<file path="src/rtl/instr_fetch_unit_if.sv">
// rtl/instr_fetch_unit_if.sv - fetch unit signal bundle (imem request/response, redirect, decode)
//
// Purpose: groups every handshake and bus signal of the fetch stage so the
// unit and its environment connect through one port.
//
// Signals (direction as seen from the fetch unit, modport master):
//   imem_req_valid   out  fetch request present
//   imem_req_ready   in   memory accepts the request this cycle
//   imem_req_addr    out  word-aligned fetch address
//   imem_resp_valid  in   response word present, always accepted, in order
//   imem_resp_data   in   instruction word returned by memory
//   redirect_valid   in   single-cycle control-flow redirect pulse
//   redirect_pc      in   redirect target, bits [1:0] ignored
//   instr_valid      out  instr/instr_pc hold a valid instruction
//   instr_ready      in   decode consumes the instruction this cycle
//   instr            out  instruction word at the buffer head
//   instr_pc         out  address of instr
//
// Modports: master = fetch unit, slave = memory/decode/branch environment.

interface instr_fetch_unit_if;
    logic        imem_req_valid;
    logic        imem_req_ready;
    logic [31:0] imem_req_addr;
    logic        imem_resp_valid;
    logic [31:0] imem_resp_data;
    logic        redirect_valid;
    logic [31:0] redirect_pc;
    logic        instr_valid;
    logic        instr_ready;
    logic [31:0] instr;
    logic [31:0] instr_pc;

    modport master (
        output imem_req_valid,
        output imem_req_addr,
        output instr_valid,
        output instr,
        output instr_pc,
        input  imem_req_ready,
        input  imem_resp_valid,
        input  imem_resp_data,
        input  redirect_valid,
        input  redirect_pc,
        input  instr_ready
    );

    modport slave (
        input  imem_req_valid,
        input  imem_req_addr,
        input  instr_valid,
        input  instr,
        input  instr_pc,
        output imem_req_ready,
        output imem_resp_valid,
        output imem_resp_data,
        output redirect_valid,
        output redirect_pc,
        output instr_ready
    );
endinterface

</file>
<file path="src/rtl/instr_fetch_unit.sv">
// rtl/instr_fetch_unit.sv - instruction fetch stage with credit-limited buffer and redirect flush
//
// Purpose: holds the fetch PC, issues word requests to instruction memory,
// buffers returned words in order together with their PC, and hands them to
// decode. A redirect flushes the buffer, retargets the PC, and marks every
// request still in flight as stale so its response is thrown away.
//
// Parameters:
//   RESET_PC    PC loaded on reset, word aligned
//   FIFO_DEPTH  buffer entries and request credit limit, power of two, >= 2
//
// Ports:
//   clk   in  clock, all state updates on the rising edge
//   rst   in  synchronous active-high reset
//   bus   instr_fetch_unit_if.master, see the interface file for signals

module instr_fetch_unit #(
    parameter logic [31:0] RESET_PC   = 32'h0000_0000,
    parameter int unsigned FIFO_DEPTH = 2
) (
    input  logic               clk,
    input  logic               rst,
    instr_fetch_unit_if.master bus
);

    localparam int unsigned PW      = $clog2(FIFO_DEPTH);
    localparam int unsigned CW      = $clog2(FIFO_DEPTH + 1);
    localparam logic [CW:0] DEPTH_W = (CW + 1)'(FIFO_DEPTH);

    // Architectural state
    logic [31:0]   fetch_pc_q, fetch_pc_d;
    logic [CW-1:0] pending_q,  pending_d;
    logic [CW-1:0] drop_q,     drop_d;
    logic [CW-1:0] count_q,    count_d;
    logic [PW-1:0] rd_ptr_q,   rd_ptr_d;
    logic [PW-1:0] wr_ptr_q,   wr_ptr_d;

    // Addresses of accepted requests, oldest first; occupancy always equals
    // pending, so it needs no count of its own.
    logic [PW-1:0] aq_rd_q, aq_rd_d;
    logic [PW-1:0] aq_wr_q, aq_wr_d;

    logic [31:0] aq_mem_q   [FIFO_DEPTH];
    logic [31:0] word_mem_q [FIFO_DEPTH];
    logic [31:0] pc_mem_q   [FIFO_DEPTH];

    logic credit_ok;
    logic req_valid;
    logic req_fire;
    logic resp_take;
    logic resp_push;
    logic out_valid;
    logic pop;

    // A request is only issued when a buffer slot is reserved for its
    // response, so a response can always be pushed without a full check.
    assign credit_ok = ({1'b0, pending_q} + {1'b0, count_q}) < DEPTH_W;
    assign req_valid = !rst && credit_ok;
    assign req_fire  = req_valid && bus.imem_req_ready;

    // A response with nothing outstanding is a memory protocol error and is
    // ignored completely so the bookkeeping cannot underflow.
    assign resp_take = bus.imem_resp_valid && (pending_q != '0);

    // Stale responses are those counted in drop, plus anything arriving in
    // the redirect cycle itself (its PC belongs to the old path).
    assign resp_push = resp_take && (drop_q == '0) && !bus.redirect_valid;

    assign out_valid = !rst && (count_q != '0);
    assign pop       = out_valid && bus.instr_ready;

    assign bus.imem_req_valid = req_valid;
    assign bus.imem_req_addr  = rst ? RESET_PC : fetch_pc_q;
    assign bus.instr_valid    = out_valid;
    assign bus.instr          = out_valid ? word_mem_q[rd_ptr_q] : 32'd0;
    assign bus.instr_pc       = out_valid ? pc_mem_q[rd_ptr_q]   : 32'd0;

    always_comb begin
        fetch_pc_d = fetch_pc_q;
        if (req_fire) begin
            fetch_pc_d = fetch_pc_q + 32'd4;
        end

        pending_d = pending_q + CW'(req_fire) - CW'(resp_take);
        drop_d    = drop_q - CW'(resp_take && (drop_q != '0));
        count_d   = count_q + CW'(resp_push) - CW'(pop);

        wr_ptr_d  = wr_ptr_q + PW'(resp_push);
        rd_ptr_d  = rd_ptr_q + PW'(pop);
        aq_wr_d   = aq_wr_q + PW'(req_fire);
        aq_rd_d   = aq_rd_q + PW'(resp_take);

        if (bus.redirect_valid) begin
            // Masking keeps the target word aligned whatever decode sends.
            fetch_pc_d = bus.redirect_pc & 32'hFFFF_FFFC;
            // After a redirect every request still outstanding (including
            // one accepted this cycle) belongs to the old path. Earlier stale
            // requests are already part of pending, so drop becomes exactly
            // the remaining in-flight count rather than accumulating.
            drop_d     = pending_d;
            count_d    = '0;
            wr_ptr_d   = '0;
            rd_ptr_d   = '0;
        end
    end

    always_ff @(posedge clk) begin
        if (rst) begin
            fetch_pc_q <= RESET_PC;
            pending_q  <= '0;
            drop_q     <= '0;
            count_q    <= '0;
            rd_ptr_q   <= '0;
            wr_ptr_q   <= '0;
            aq_rd_q    <= '0;
            aq_wr_q    <= '0;
        end else begin
            fetch_pc_q <= fetch_pc_d;
            pending_q  <= pending_d;
            drop_q     <= drop_d;
            count_q    <= count_d;
            rd_ptr_q   <= rd_ptr_d;
            wr_ptr_q   <= wr_ptr_d;
            aq_rd_q    <= aq_rd_d;
            aq_wr_q    <= aq_wr_d;
        end
    end

    // Storage arrays carry no reset: their contents are only observed when
    // the matching count/pointer says an entry is live.
    always_ff @(posedge clk) begin
        if (req_fire) begin
            aq_mem_q[aq_wr_q] <= fetch_pc_q;
        end
        if (resp_push) begin
            word_mem_q[wr_ptr_q] <= bus.imem_resp_data;
            pc_mem_q[wr_ptr_q]   <= aq_mem_q[aq_rd_q];
        end
    end

endmodule
</file>
<file path="src/flat_wrapper.sv">
// flat-port wrapper written by rule: the top's interface ports become plain ports
module instr_fetch_unit_flat 
#(
    parameter logic [31:0] RESET_PC   = 32'h0000_0000,
    parameter int unsigned FIFO_DEPTH = 2
)
  (clk, rst, bus_imem_req_valid, bus_imem_req_addr, bus_instr_valid, bus_instr, bus_instr_pc, bus_imem_req_ready, bus_imem_resp_valid, bus_imem_resp_data, bus_redirect_valid, bus_redirect_pc, bus_instr_ready);
  instr_fetch_unit_if bus_i ();
  input  logic clk;
  input  logic rst;
  output wire logic [$bits(bus_i.imem_req_valid)-1:0] bus_imem_req_valid;
  output wire logic [$bits(bus_i.imem_req_addr)-1:0] bus_imem_req_addr;
  output wire logic [$bits(bus_i.instr_valid)-1:0] bus_instr_valid;
  output wire logic [$bits(bus_i.instr)-1:0] bus_instr;
  output wire logic [$bits(bus_i.instr_pc)-1:0] bus_instr_pc;
  input wire logic [$bits(bus_i.imem_req_ready)-1:0] bus_imem_req_ready;
  input wire logic [$bits(bus_i.imem_resp_valid)-1:0] bus_imem_resp_valid;
  input wire logic [$bits(bus_i.imem_resp_data)-1:0] bus_imem_resp_data;
  input wire logic [$bits(bus_i.redirect_valid)-1:0] bus_redirect_valid;
  input wire logic [$bits(bus_i.redirect_pc)-1:0] bus_redirect_pc;
  input wire logic [$bits(bus_i.instr_ready)-1:0] bus_instr_ready;
  assign bus_imem_req_valid = bus_i.imem_req_valid;
  assign bus_imem_req_addr = bus_i.imem_req_addr;
  assign bus_instr_valid = bus_i.instr_valid;
  assign bus_instr = bus_i.instr;
  assign bus_instr_pc = bus_i.instr_pc;
  assign bus_i.imem_req_ready = bus_imem_req_ready;
  assign bus_i.imem_resp_valid = bus_imem_resp_valid;
  assign bus_i.imem_resp_data = bus_imem_resp_data;
  assign bus_i.redirect_valid = bus_redirect_valid;
  assign bus_i.redirect_pc = bus_redirect_pc;
  assign bus_i.instr_ready = bus_instr_ready;
  instr_fetch_unit #(.RESET_PC(RESET_PC), .FIFO_DEPTH(FIFO_DEPTH)) u_core (.clk(clk), .rst(rst), .bus(bus_i));
endmodule
</file>
<file path="config.mk">
export PLATFORM = sky130hd
export DESIGN_NAME = instr_fetch_unit_flat
export DESIGN_NICKNAME = d
export VERILOG_FILES = /design/src/rtl/instr_fetch_unit_if.sv /design/src/rtl/instr_fetch_unit.sv /design/src/flat_wrapper.sv
export SDC_FILE = /design/constraint.sdc
export NUM_CORES = 1
export LEC_CHECK = 0
export ABC_AREA = 1
export CAP_MARGIN = 20
export CORE_MARGIN = 5
export CORE_UTILIZATION = 48
export DETAILED_ROUTE_END_ITERATION = 10
export PLACE_DENSITY = 0.76
export SLEW_MARGIN = 15
export SYNTH_ARGS = -nofsm -noshare
export SYNTH_HDL_FRONTEND = slang
export SYNTH_SLANG_ARGS = --single-unit
</file>
<file path="constraint.sdc">
create_clock -name clk -period 4.3 [get_ports clk]
set_clock_uncertainty 0.2 [all_clocks]
set_input_delay 1.29 -clock clk [delete_from_list [all_inputs] [get_ports clk]]
set_output_delay 1.29 -clock clk [all_outputs]
set_load 0.05 [all_outputs]
</file>
==> flow_summary.toml <==
[critical_path]
r2r_start = "u_core.count_q[1]$_SDFF_PP0_"
crit_path_end = "bus_instr[22]"
crit_start = "rst"
cp.arrival_ns = 2.42
critPathSlowestCell = "buf_12"
crit_path_max_fanout = 64
path_cells = "buf_2, inv_6, o21ai_0, inv_2, buf_12, nand2_1, inv_1, buf_12"
crit_required_ns = 2.81
timing.rr.end = "u_core.count_q[1]$_SDFF_PP0_"
cp-end-kind = "primary output"
crit_buf_inv = 6
reg2reg_slack_ns = 1.69
cp_top_family = "buffers and inverters"
cpPeakStageDelay_ns = 0.27
start_kind = "input port"
criticalPathCategory = "in -> out"
cpMostUsedCell = "buf_12"
cp_num_cells = 8
r2r_cells = 11

[grt]
overflow = 0
grt_pass1_vias = 6923
grt_pass1_wl_um = 34600
grt_usage_pct = 17.7
grt_antenna_before_repair = 0
grt_start_max_net_pins = 65

[worst_hold_path]
hp-class = "reg -> reg"
worstHoldPathCells = 0

[route]
drt-wirelength-per-cell_um = 14.0
wl_met1_um = 9450
drt-total-wl_um = 21600
route.met2.wl_um = 10100
antenna_left = 0
drc = 0
num_vias = 7376
wl_met3_um = 1600
drt_iter0_markers = 422
via_per_inst = 4.79
top_layer_used = "met4"
drt_first_pass_iters = 4

[yosys]
synthXorXnorAreaFrac_pct = 0.613
synthSimpleGateAreaFrac_pct = 23.9
ys_top_cells_by_count = "nand2_1 (463), edfxtp_1 (184), inv_1 (142), nor2_1 (69)"
synth.largest_area_cell = "edfxtp_1"
ys_seq_elements = 224
synthFlopType = "edfxtp_1"
synth_most_common_cell = "nand2_1"
synthAdderAreaFrac_pct = 1.20
synthArstFlopShare_pct = 0
synth.avg_cell_area_sq_um = 9.15
post_synth_main_area_contributors = "edfxtp_1 (55%), nand2_1 (17%), dfxtp_1 (8.0%)"
synth_compound_area_share_pct = 3.51
ys.warnings.count = 0
syn-cell-area_sq_mm = 0.0100
synth_top_family_by_area = "simple AND/OR/NAND/NOR gates"
yosysUniqueCellTypes = 35
synthCells = 1094
ys_seq_area_share_pct = 63.2
synth-edff-count = 184
synth_top_area_share_pct = 55.2
synth_mux_area_share_pct = 0

[cts]
htreeDepth = 1
clkTransAtPathRegs_ns = 0.06
ctsHoldBuffers = 0
post-cts-setup-buffers = 0
cts.sinks = 224
cts_buffers = 23
clock_latency_ns = 0.51
cts_tree = "yes"
cts_root_buf = "clkbuf_16"
clockBufferDepth = 3
ctsResizeCount = 0

[timing]
rsz0062_at_grt = "no"
fmax_mhz = 256
fin_crit_ns = 3.91
timing.final.crit_share_pct = 91.0
finalSetupViolations = 0
fin_hold_ws_ns = 0.314
setup_tns_ns = 0
tightest_slew_ns = 0.929
slew_headroom_pct = 38.0
hold_viol = 0
slew_violations = 0

[floorplan]
die_h_um = 154
dieWidth_um = 154
fp.coreArea_sq_mm = 0.0204
io_pins = 168
row_count = 52
die_area_sq_mm = 0.0238
start_util_pct = 49.2

[power_and_ir_drop]
leakage_nw = 5.71
power_density_mw_per_mm2 = 404
ir_worst_vdd_mv = 0.258

[layout]
area_growth_pct = 32.2
final_cells = 1540
layout-drive-gt1-share_pct = 13.5
final_nets = 1332
antennaDiodeCount = 0

[place]
place_congestion = 0.876
place_inst = 1498
hpwl_um = 14800
numPortBuffers = 161

[flow_run]
cap_violations = 0

[outcome]
status = "finished clean"
==> worst min-delay path by stage <==
stage / start / to / slack [ns]
after floorplan: u_core.fetch_pc_q[31]$_SDFFE_PP0P_ / u_core.aq_mem_q[0][31]$_DFFE_PP_ / 0.25
after global routing: u_core.fetch_pc_q[31]$_SDFFE_PP0P_ / u_core.aq_mem_q[1][31]$_DFFE_PP_ / 0.33
after global placement: u_core.fetch_pc_q[31]$_SDFFE_PP0P_ / u_core.aq_mem_q[1][31]$_DFFE_PP_ / 0.29
final: u_core.fetch_pc_q[31]$_SDFFE_PP0P_ / u_core.aq_mem_q[1][31]$_DFFE_PP_ / 0.31
after CTS: u_core.fetch_pc_q[31]$_SDFFE_PP0P_ / u_core.aq_mem_q[1][31]$_DFFE_PP_ / 0.32
after detailed placement: u_core.fetch_pc_q[31]$_SDFFE_PP0P_ / u_core.aq_mem_q[0][31]$_DFFE_PP_ / 0.30
==> sequential cells by signal, indices dropped and copies added (netlist names) <==
name and count:
u_core.pc_mem_q 60, u_core.count_q 2, u_core.aq_wr_q 1, u_core.fetch_pc_q 30, u_core.wr_ptr_q 1, u_core.rd_ptr_q 1
u_core.aq_mem_q 60, u_core.drop_q 2, u_core.pending_q 2, u_core.aq_rd_q 1, u_core.word_mem_q 64
==> per-layer routing <==
metal	vias up	GRT usage, %
met5	-	0
met4	0	4.75
met3	33	2.74
met2	265	29.4
met1	3317	24.6
li1	3761	-
==> per-stage QoR <==
step           util [%]  setup slack (ns)  total power (W)  cell area, sq um
4_1_cts            65.0             0.383          0.00538             13200
2_1_floorplan         -            0.0402          0.00317             10000
3_3_place_gp       61.3             0.403          0.00342             12500
5_1_grt            65.0             0.283          0.00559             13200
6_report           65.0             0.386          0.00534             13200
3_5_place_dp       61.3             0.389          0.00345             12500
==> cell type report <==
type	count	area, sq um
clock buffer	31	636
clock inverter	11	115
fill	1512	7130
inverter	145	549
multi-input combinational	684	2950
sequential	224	6330
tap	270	338
timing repair buffer	175	2310
==> kinds of logic (layout without fill, tap and decap cells) <==
logic type | count (synthesis) | count (layout)
buffers and inverters | 189 | 362
other | 1 | 4
XOR/XNOR | 7 | 7
AO/OA/AOI/OAI | 68 | 68
flip-flops | 224 | 224
AND/OR/NAND/NOR | 596 | 596
adder cells (fa/ha/maj) | 9 | 9
==> power breakdown <==
part	switching, W	total (W)	internal [W]
Sequential	0.0000733	0.00265	0.00258
Clock	0.000774	0.00194	0.00116
Combinational	0.000492	0.000756	0.000265
Total	0.00134	0.00534	0.00400
==> cell usage in the layout (no fill, tap or decap), types with 2 or more instances in the layout <==
cell type and n:
inv_6 2, or2_2 2, dfxtp_1 39, xnor2_1 3, a31oi_1 5, buf_12 67
nor2_2 7, o21ai_0 34, nand3b_1 2, nand2_1 463, a21oi_1 26, xor2_1 4
inv_2 2, conb_1 4, clkbuf_1 5, ha_2 2, inv_1 142, buf_4 41
clkbuf_8 3, clkdlybuf4s50_1 66, nor2_4 5, nand3_1 40, clkinv_2 6, ha_1 6
bufinv_16 2, nor2_1 68, nand2_2 3, clkbuf_16 23, edfxtp_1 184
Note: power is estimated with default switching activity, not from simulation.
